===== src/rtl/ir_pkg.sv =====
// Shared types and constants for the IR command dispatcher.
package ir_pkg;

    localparam int CMD_W = 8;
    localparam logic [CMD_W-1:0] POWER_CMD_DEF = 8'h80;

    typedef enum logic [1:0] {
        ST_STANDBY = 2'b00,
        ST_WAKE    = 2'b10,
        ST_ON      = 2'b01
    } pwr_state_t;

endpackage


===== src/rtl/ir_cmd_fifo.sv =====
// Small synchronous FIFO for accepted IR commands with a single-cycle flush.
module ir_cmd_fifo #(
    parameter int DEPTH = 4,
    parameter int WIDTH = 8
) (
    input  logic             clk,
    input  logic             rst,
    input  logic             wr_en,
    input  logic [WIDTH-1:0] wr_data,
    input  logic             rd_en,
    output logic [WIDTH-1:0] rd_data,
    input  logic             flush,
    output logic             full,
    output logic             empty
);

    localparam int AW = $clog2(DEPTH);

    logic [WIDTH-1:0] mem [DEPTH];
    logic [AW-1:0]    wr_ptr;
    logic [AW-1:0]    rd_ptr;
    logic [AW:0]      count;
    logic             do_wr;
    logic             do_rd;

    assign empty = (count == '0);
    assign full  = (count == (AW+1)'(DEPTH));
    assign do_rd = rd_en && !empty;
    // A write into a full FIFO is allowed when the head leaves on the same edge.
    assign do_wr = wr_en && (!full || do_rd);
    assign rd_data = mem[rd_ptr];

    always_ff @(posedge clk) begin
        if (rst) begin
            wr_ptr <= '0;
            rd_ptr <= '0;
            count  <= '0;
            for (int i = 0; i < DEPTH; i++) begin
                mem[i] <= '0;
            end
        end else if (flush) begin
            wr_ptr <= '0;
            rd_ptr <= '0;
            count  <= '0;
        end else begin
            if (do_wr) begin
                mem[wr_ptr] <= wr_data;
                wr_ptr      <= wr_ptr + AW'(1);
            end
            if (do_rd) begin
                rd_ptr <= rd_ptr + AW'(1);
            end
            count <= count + (AW+1)'(do_wr) - (AW+1)'(do_rd);
        end
    end

endmodule


===== src/rtl/ir_cmd_dispatcher.sv =====
// IR command dispatcher: repeat filter, power state machine, command FIFO and drop counter.
module ir_cmd_dispatcher
    import ir_pkg::*;
#(
    parameter int               DEPTH       = 4,
    parameter int               HOLDOFF_CYC = 16,
    parameter int               WAKE_CYC    = 4,
    parameter logic [CMD_W-1:0] POWER_CMD   = POWER_CMD_DEF
) (
    input  logic             clk,
    input  logic             rst,
    input  logic [CMD_W-1:0] ir_cmd,
    input  logic             ir_valid,
    output logic [CMD_W-1:0] out_cmd,
    output logic             out_valid,
    input  logic             out_ready,
    output logic             pwr_en,
    output logic             led,
    output logic [7:0]       drop_cnt
);

    localparam int HW = $clog2(HOLDOFF_CYC + 1);
    localparam int WW = $clog2(WAKE_CYC + 1);

    pwr_state_t       state;
    pwr_state_t       state_nxt;
    logic [HW-1:0]    holdoff;
    logic [CMD_W-1:0] last_cmd;
    logic [WW-1:0]    wake_cnt;
    logic             accept;
    logic             is_power;
    logic             pop;
    logic             flush;
    logic             wr_req;
    logic             wr_en;
    logic             drop;
    logic             fifo_full;
    logic             fifo_empty;

    assign accept   = ir_valid && !((holdoff != '0) && (ir_cmd == last_cmd));
    assign is_power = (ir_cmd == POWER_CMD);
    assign pop      = out_valid && out_ready;
    assign flush    = accept && is_power && (state != ST_STANDBY);
    assign wr_req   = accept && !is_power && (state != ST_STANDBY);
    assign wr_en    = wr_req && (!fifo_full || pop);
    assign drop     = (accept && !is_power && (state == ST_STANDBY))
                   || (wr_req && fifo_full && !pop);

    always_ff @(posedge clk) begin
        if (rst) begin
            state <= ST_STANDBY;
        end else begin
            state <= state_nxt;
        end
    end

    // WAKE lasts WAKE_CYC cycles: leave when the counter is on its last count.
    always_comb begin
        state_nxt = state;
        case (state)
            ST_STANDBY: if (accept && is_power) state_nxt = ST_WAKE;
            ST_WAKE: begin
                if (accept && is_power)      state_nxt = ST_STANDBY;
                else if (wake_cnt <= WW'(1)) state_nxt = ST_ON;
            end
            ST_ON:      if (accept && is_power) state_nxt = ST_STANDBY;
            default:    state_nxt = ST_STANDBY;
        endcase
    end

    always_comb begin
        led       = (state == ST_STANDBY);
        pwr_en    = (state != ST_STANDBY);
        out_valid = (state == ST_ON) && !fifo_empty;
    end

    always_ff @(posedge clk) begin
        if (rst) begin
            holdoff  <= '0;
            last_cmd <= '0;
            wake_cnt <= '0;
            drop_cnt <= '0;
        end else begin
            if (accept) begin
                holdoff  <= HW'(HOLDOFF_CYC);
                last_cmd <= ir_cmd;
            end else if (holdoff != '0) begin
                holdoff <= holdoff - HW'(1);
            end
            if (state == ST_STANDBY && state_nxt == ST_WAKE) begin
                wake_cnt <= WW'(WAKE_CYC);
            end else if (state == ST_WAKE && wake_cnt != '0) begin
                wake_cnt <= wake_cnt - WW'(1);
            end
            if (drop && drop_cnt != 8'hFF) begin
                drop_cnt <= drop_cnt + 8'd1;
            end
        end
    end

    ir_cmd_fifo #(
        .DEPTH (DEPTH),
        .WIDTH (CMD_W)
    ) u_fifo (
        .clk     (clk),
        .rst     (rst),
        .wr_en   (wr_en),
        .wr_data (ir_cmd),
        .rd_en   (pop),
        .rd_data (out_cmd),
        .flush   (flush),
        .full    (fifo_full),
        .empty   (fifo_empty)
    );

endmodule


===== config.mk =====
export PLATFORM = sky130hd
export DESIGN_NAME = ir_cmd_dispatcher
export DESIGN_NICKNAME = d
export VERILOG_FILES = /design/src/rtl/ir_pkg.sv /design/src/rtl/ir_cmd_fifo.sv /design/src/rtl/ir_cmd_dispatcher.sv
export SDC_FILE = /design/constraint.sdc
export NUM_CORES = 1
export LEC_CHECK = 0
export BUFFER_PORTS_ARGS = -buffer_cell sky130_fd_sc_hd__buf_2
export CAP_MARGIN = 20
export CORE_AREA = 2 2 88 90
export CTS_CLUSTER_SIZE = 8
export DETAILED_ROUTE_END_ITERATION = 8
export DIE_AREA = 0 0 90 92
export RECOVER_POWER = 25
export SETUP_SLACK_MARGIN = 0.5
export SLEW_MARGIN = 40
export SYNTH_ARGS = -nofsm -noshare
export SYNTH_HDL_FRONTEND = slang
export SYNTH_SLANG_ARGS = --single-unit
export TNS_END_PERCENT = 20

===== constraint.sdc =====
create_clock -name clk -period 8.3 [get_ports clk]
set_clock_uncertainty 0.2 [all_clocks]
set_input_delay 0.83 -clock clk [delete_from_list [all_inputs] [get_ports clk]]
set_output_delay 0.83 -clock clk [all_outputs]
set_load 0.02 [all_outputs]

# --- Word level (Yosys, flattened, before mapping) ---
# Memories as Yosys holds them, arrays and structs flattened. A register that Yosys moved wholly into a read port is not among the register bits.
# Cells that the tools add are included.
totals:
  regBits: 33
  ramBits: 32
  output_inout_bits: 19
  elab_cells: 82
  n_memories: 1
op_classes:
  add_sub_neg: 7
  magnitude_cmp: 1
  eq_ne: 7
  n_mux: 20
  n_reduce_logical: 36
mem_list:
  columns: ["memory", "depth", "word_bits", "rd", "rd_clocked_by_memory_dff", "wr", "line", "rtl"]
  rows:
  - ["u_fifo.mem", 4, 8, 1, 1, 4, "ir_cmd_fifo.sv:19", "logic [WIDTH-1:0] mem [DEPTH];"]
ops:
  columns: ["op", "count"]
  rows:
  - ["1-bit logical AND", 17]
  - ["2-bit 2-to-1 mux", 7]
  - ["5-bit 2-to-1 mux", 2]
  - ["8-bit by 1-bit adder with 8-bit output, second input constant", 1]
  - ["8-bit == test", 1]
  - ["8-bit == test, second input constant", 1]
  - ["8-bit 2-to-1 mux", 1]
  - ["8-bit != test, second input constant", 1]
  - ["8-bit OR reduction", 1]
  - ["1-bit 2-to-1 mux", 7]
  - ["3-bit 2-to-1 mux", 2]
  - ["2-bit one-hot mux with 3 select lines", 1]
  - ["2-bit nonzero test", 3]
  - ["2-bit OR reduction", 3]
  - ["1-bit zero test", 5]
  - ["5-bit nonzero test", 1]
  - ["5-bit by 1-bit subtractor with 5-bit output, second input constant", 1]
  - ["2-bit by 1-bit adder with 2-bit output, second input constant", 2]
  - ["2-bit == test, second input constant", 2]
  - ["3-bit by 1-bit adder with 3-bit output", 1]
  - ["3-bit == test, second input constant", 1]
  - ["3-bit by 1-bit less-or-equal comparator with 1-bit output, second input constant", 1]
  - ["3-bit zero test", 1]
  - ["1-bit logical OR", 3]
  - ["other kinds (5)", 5]

# --- Depth between registers and ports, before layout ---
logic_depth:
  ltp_word: 14
  mapped_depth: 14
  ltp_nobuf: 13

# --- By module ---
# Synthesis repeated with hierarchy kept, for this count alone.
hier_totals:
  hier_cells: 291
  area_unflattened_um2: 3294.4
modules_own_cells:
  columns: ["mod", "instances", "cells_each", "area_each_um2", "seq_area_each_um2"]
  rows:
  - ["ir_cmd_fifo", 1, 132, 1884.3, 1141.1]
  - ["ir_cmd_dispatcher", 1, 159, 1410.1, 520.5]

# --- Least setup slack after synthesis ---
# No wires, ideal clock.
synth_path:
  path_type: "input-to-reg"
  start: "input port out_ready"
  end: "memory u_fifo.mem[0][0], enable pin"
  t_arrival_ps: 2479
  required_ps: 7716
  slack_ps: 5237
  path_stages: 5
  path_cell_list: "nand2b_1 -> a31o_2 -> or3_1 -> or2_2 -> o21ai_0"
synth_lines:
  columns: ["element", "line", "rtl"]
  rows:
  - ["start, declared", "ir_cmd_dispatcher.sv:16", "input logic out_ready,"]
  - ["end, declared", "ir_cmd_fifo.sv:19", null]

# --- Worst setup path after layout ---
layout_path:
  start: "register holdoff[0]"
  end: "register u_fifo.count[2]"
layout_via:
  elab_chain_cells: 10
  word_cells_on_any_way: 13
  cone_classes: "add/sub (2); reduce/logical (11)"
layout_rtl:
  columns: ["element", "line", "rtl"]
  rows:
  - ["start, declared", "ir_cmd_dispatcher.sv:27", "logic [HW-1:0] holdoff;"]
  - ["start signal, assigned", "ir_cmd_dispatcher.sv:85", "holdoff <= HW'(HOLDOFF_CYC);"]
  - ["start signal, assigned", "ir_cmd_dispatcher.sv:88", "holdoff <= holdoff - HW'(1);"]
  - ["5-bit nonzero test", "ir_cmd_dispatcher.sv:40", "assign accept = ir_valid && !((holdoff != '0) && (ir_cmd == last_cmd));"]
  - ["1-bit logical AND", "ir_cmd_dispatcher.sv:40", null]
  - ["1-bit zero test", "ir_cmd_dispatcher.sv:40", null]
  - ["1-bit logical AND", "ir_cmd_dispatcher.sv:40", null]
  - ["1-bit logical AND (2 in a row)", "ir_cmd_dispatcher.sv:44", "assign wr_req = accept && !is_power && (state != ST_STANDBY);"]
  - ["1-bit logical AND", "ir_cmd_dispatcher.sv:45", "assign wr_en = wr_req && (!fifo_full || pop);"]
  - ["1-bit logical AND", "ir_cmd_fifo.sv:30", "assign do_wr = wr_en && (!full || do_rd);"]
  - ["via u_fifo.do_wr", "ir_cmd_fifo.sv:23", "logic do_wr;"]
  - ["3-bit by 1-bit adder with 3-bit output", "ir_cmd_fifo.sv:53", "count <= count + (AW+1)'(do_wr) - (AW+1)'(do_rd);"]
  - ["3-bit by 1-bit subtractor with 3-bit output", "ir_cmd_fifo.sv:53", null]
  - ["end signal, assigned", "ir_cmd_fifo.sv:53", null]
  - ["end, declared", "ir_cmd_fifo.sv:22", "logic [AW:0] count;"]
# The timed path passes the listed nets, and every way through them passes these cells.
# A chain may end at the register's enable or synchronous reset.

==> flow_summary.json <==
{
  "ant_nets": 0,
  "initial_core_util_pct": 42.9,
  "fin_tns_setup_ns": 0,
  "power.leakage_uw": 0.00133,
  "rows": 32,
  "cts_tree": "yes",
  "cts_max_level": 3,
  "die_x_um": 90,
  "syn_area_per_cell_um2": 11.1,
  "setup.worst_path.class": "reg -> reg",
  "cts.clk_slew.worst_paths_ns": 0.07,
  "syn_inst": 289,
  "yosys_most_used_dff": "dfxtp_1",
  "cap_violations": 0,
  "cpPeakStageDelay_ns": 0.52,
  "cts_resized": 0,
  "slew_violations": 0,
  "dp_hpwl_mm": 4.49,
  "firstDrtPassIters": 4,
  "place_ws_ns": 4.93,
  "setup_viol_count_final": 0,
  "placement.io_buffers": 30,
  "drt-initial-drc-count": 133,
  "ys_async_sr_fraction_pct": 0,
  "endpoint_kind": "register",
  "arrival_ns": 3.69,
  "hold_buffers": 0,
  "overflow": 0,
  "num_io_pins": 31,
  "antenna_found_initial": 0,
  "seq_area_frac_synth_pct": 52.0,
  "avgViaCountPerCell": 5.17,
  "path_max_fanout": 20,
  "grt_pass1_wl_mm": 10.5,
  "clk_latency_ns": 0.33,
  "critPathRequiredTime_ns": 8.31,
  "grt_util_all_layers_pct": 16.3,
  "routed.top_layer": "met4",
  "clockBufferDepth": 2,
  "met2_length_mm": 3.01,
  "start_kind": "register",
  "cp_common_cell": "inv_1",
  "r2r-start": "holdoff[0]",
  "synth_cell_types": 43,
  "finalWirelength_mm": 6.30,
  "cts_setup_buffers": 0,
  "min-delay-path-class": "reg -> reg",
  "layout_setup_ws_ns": 4.61,
  "first_global_vias": 2137,
  "numCtsBuffers": 9,
  "clock-sinks": 67,
  "design.core.area_um2": 7450,
  "met3_wirelength_um": 277,
  "min_period_ns": 3.69,
  "min_from": "last_cmd[6]",
  "synth_edf_count": 32,
  "drc": 0,
  "tightestPinTransition_ns": 1.38,
  "synth_area_um2": 3200,
  "slew_headroom_pct": 7.79,
  "hold_viol_final": 0,
  "ir_drop_mv": 0.0985,
  "num_antenna_cells": 0,
  "fin_nets": 343,
  "syn_nets": 310,
  "rsz0062_at_grt": "no",
  "grt_start_max_net_pins": 30,
  "cp_slowest_cell": "or3_1",
  "max_freq_ghz": 0.271,
  "wire_per_inst_um": 14.7,
  "die_h_um": 92,
  "die_area_um2": 8280,
  "routedLengthMet1_mm": 2.94,
  "synth-seq-cells": 67,
  "clockRootBuffer": "clkbuf_8",
  "vias": 2220,
  "drive_above_1_share_pct": 19.0,
  "crit_path_start": "holdoff[0]",
  "worstPathCellList": "inv_1 -> ha_1 -> or4b_1 -> nand4_1 -> o31ai_2 -> clkbuf_1 -> or3_1 -> inv_1 -> ha_1 -> inv_1 -> fa_1 -> xor2_1 -> xnor2_1 -> nor2_1",
  "finalCritPeriodShare_pct": 44.4,
  "synth_warnings": 0,
  "power_density_nw_per_um2": 195,
  "syn_to_final_growth_pct": 14.1,
  "status": "finished, final reports clean",
  "gp_congestion": 0.772
}
[critical path: cells and delay by family, from the launching register on]
family | cells | cell delay, ns
flip-flops | 1 | 0.31
AND/OR/NAND/NOR | 4 | 1.26
adder cells (fa/ha/maj) | 3 | 0.71
AO/OA/AOI/OAI | 1 | 0.09
buffers and inverters | 4 | 0.67
XOR/XNOR | 2 | 0.31
[power breakdown]
group	switching (uW)	leakage [uW]	internal, uW
clock network	117	0.000101	167
registers	7.93	0.000615	358
logic	37.4	0.000618	25.6
total	162	0.00133	550
[stage by stage]
| step | hold WS [ns] | std cells | total power (uW) | utilization, % | area, um2 |
|---|---|---|---|---|---|
| 2_1_floorplan | 0.249 | 289 | 419 | - | 3200 |
| 3_3_place_gp | 0.263 | 413 | 437 | 46.4 | 3450 |
| 3_5_place_dp | 0.270 | 413 | 439 | 46.5 | 3460 |
| 4_1_cts | 0.280 | 429 | 723 | 49.3 | 3670 |
| 5_1_grt | 0.304 | 429 | 744 | 49.0 | 3650 |
| 6_report | 0.276 | 429 | 712 | 49.0 | 3650 |
[flip-flops by register name, summed over array words and instances, names as in the netlist, named ones only]
| signal | count |
|---|---|
| u_fifo.rd_ptr | 2 |
| u_fifo.mem | 32 |
| u_fifo.count | 3 |
| last_cmd | 8 |
| u_fifo.wr_ptr | 2 |
| drop_cnt | 8 |
| holdoff | 5 |
| state | 2 |
| wake_cnt | 3 |
[cell type report]
cell class                 instances  area (um2)
clock buffer                      10         128
clock inverter                     6        80.1
fill                             723        3800
inverter                          14        52.6
multi-input combinational        197        1440
sequential                        67        1660
tap                              102         128
timing repair buffer              33         155
[cell families after synthesis]
group,after synthesis,share of synthesized area [%]
compound gates,39,7.67
simple gates,115,20.3
xor+xnor,17,4.66
flops,67,52.0
buf+inv,25,3.17
fa+ha+maj,9,3.76
mux,17,8.49
[final timing paths]
path | cells past startpoint | slack (ns) | to
worst min-delay path | 2 | 0.28 | last_cmd[6]
worst max register to register | 14 | 4.61 | u_fifo.count[2]
worst max-delay path | 14 | 4.61 | u_fifo.count[2]
worst min register to register | 2 | 0.28 | last_cmd[6]
[synth_stat cells, types with 7 or more instances]
cell	number	area, um2
dfxtp_1	35	701
edfxtp_1	32	961
nor2_1	22	82.6
and2_1	17	106
a21oi_1	15	75.1
nand2_1	15	56.3
xnor2_1	15	131
inv_1	14	52.6
nor3_1	12	60.1
o21ai_0	9	45.0
clkbuf_1	8	30.0
ha_1	8	100
mux2i_1	8	80.1
mux4_2	8	180
nand3_1	7	35.0
[layout by cell type (no fill, tap or decap), types with 5 or more instances in the layout]
cell type   n
a21oi_1    15
dfxtp_1    35
nand2_1    15
clkbuf_1   13
nor4_1      5
ha_1        8
and2_2      6
nand3_1     7
edfxtp_1   32
o21ai_0     7
mux2i_1     8
and2_1     17
o31ai_1     5
clkbuf_8    9
inv_1      14
xnor2_1    15
nor2_1     22
mux4_2      8
nor3_1     12
buf_2      19
[routing by layer]
layer	global-route usage [%]	up-vias
li1	-	1115
met1	21.3	1057
met2	26.3	42
met3	4.03	6
met4	6.15	0
met5	0	-
No activity file was read; power rests on OpenSTA's default activity.
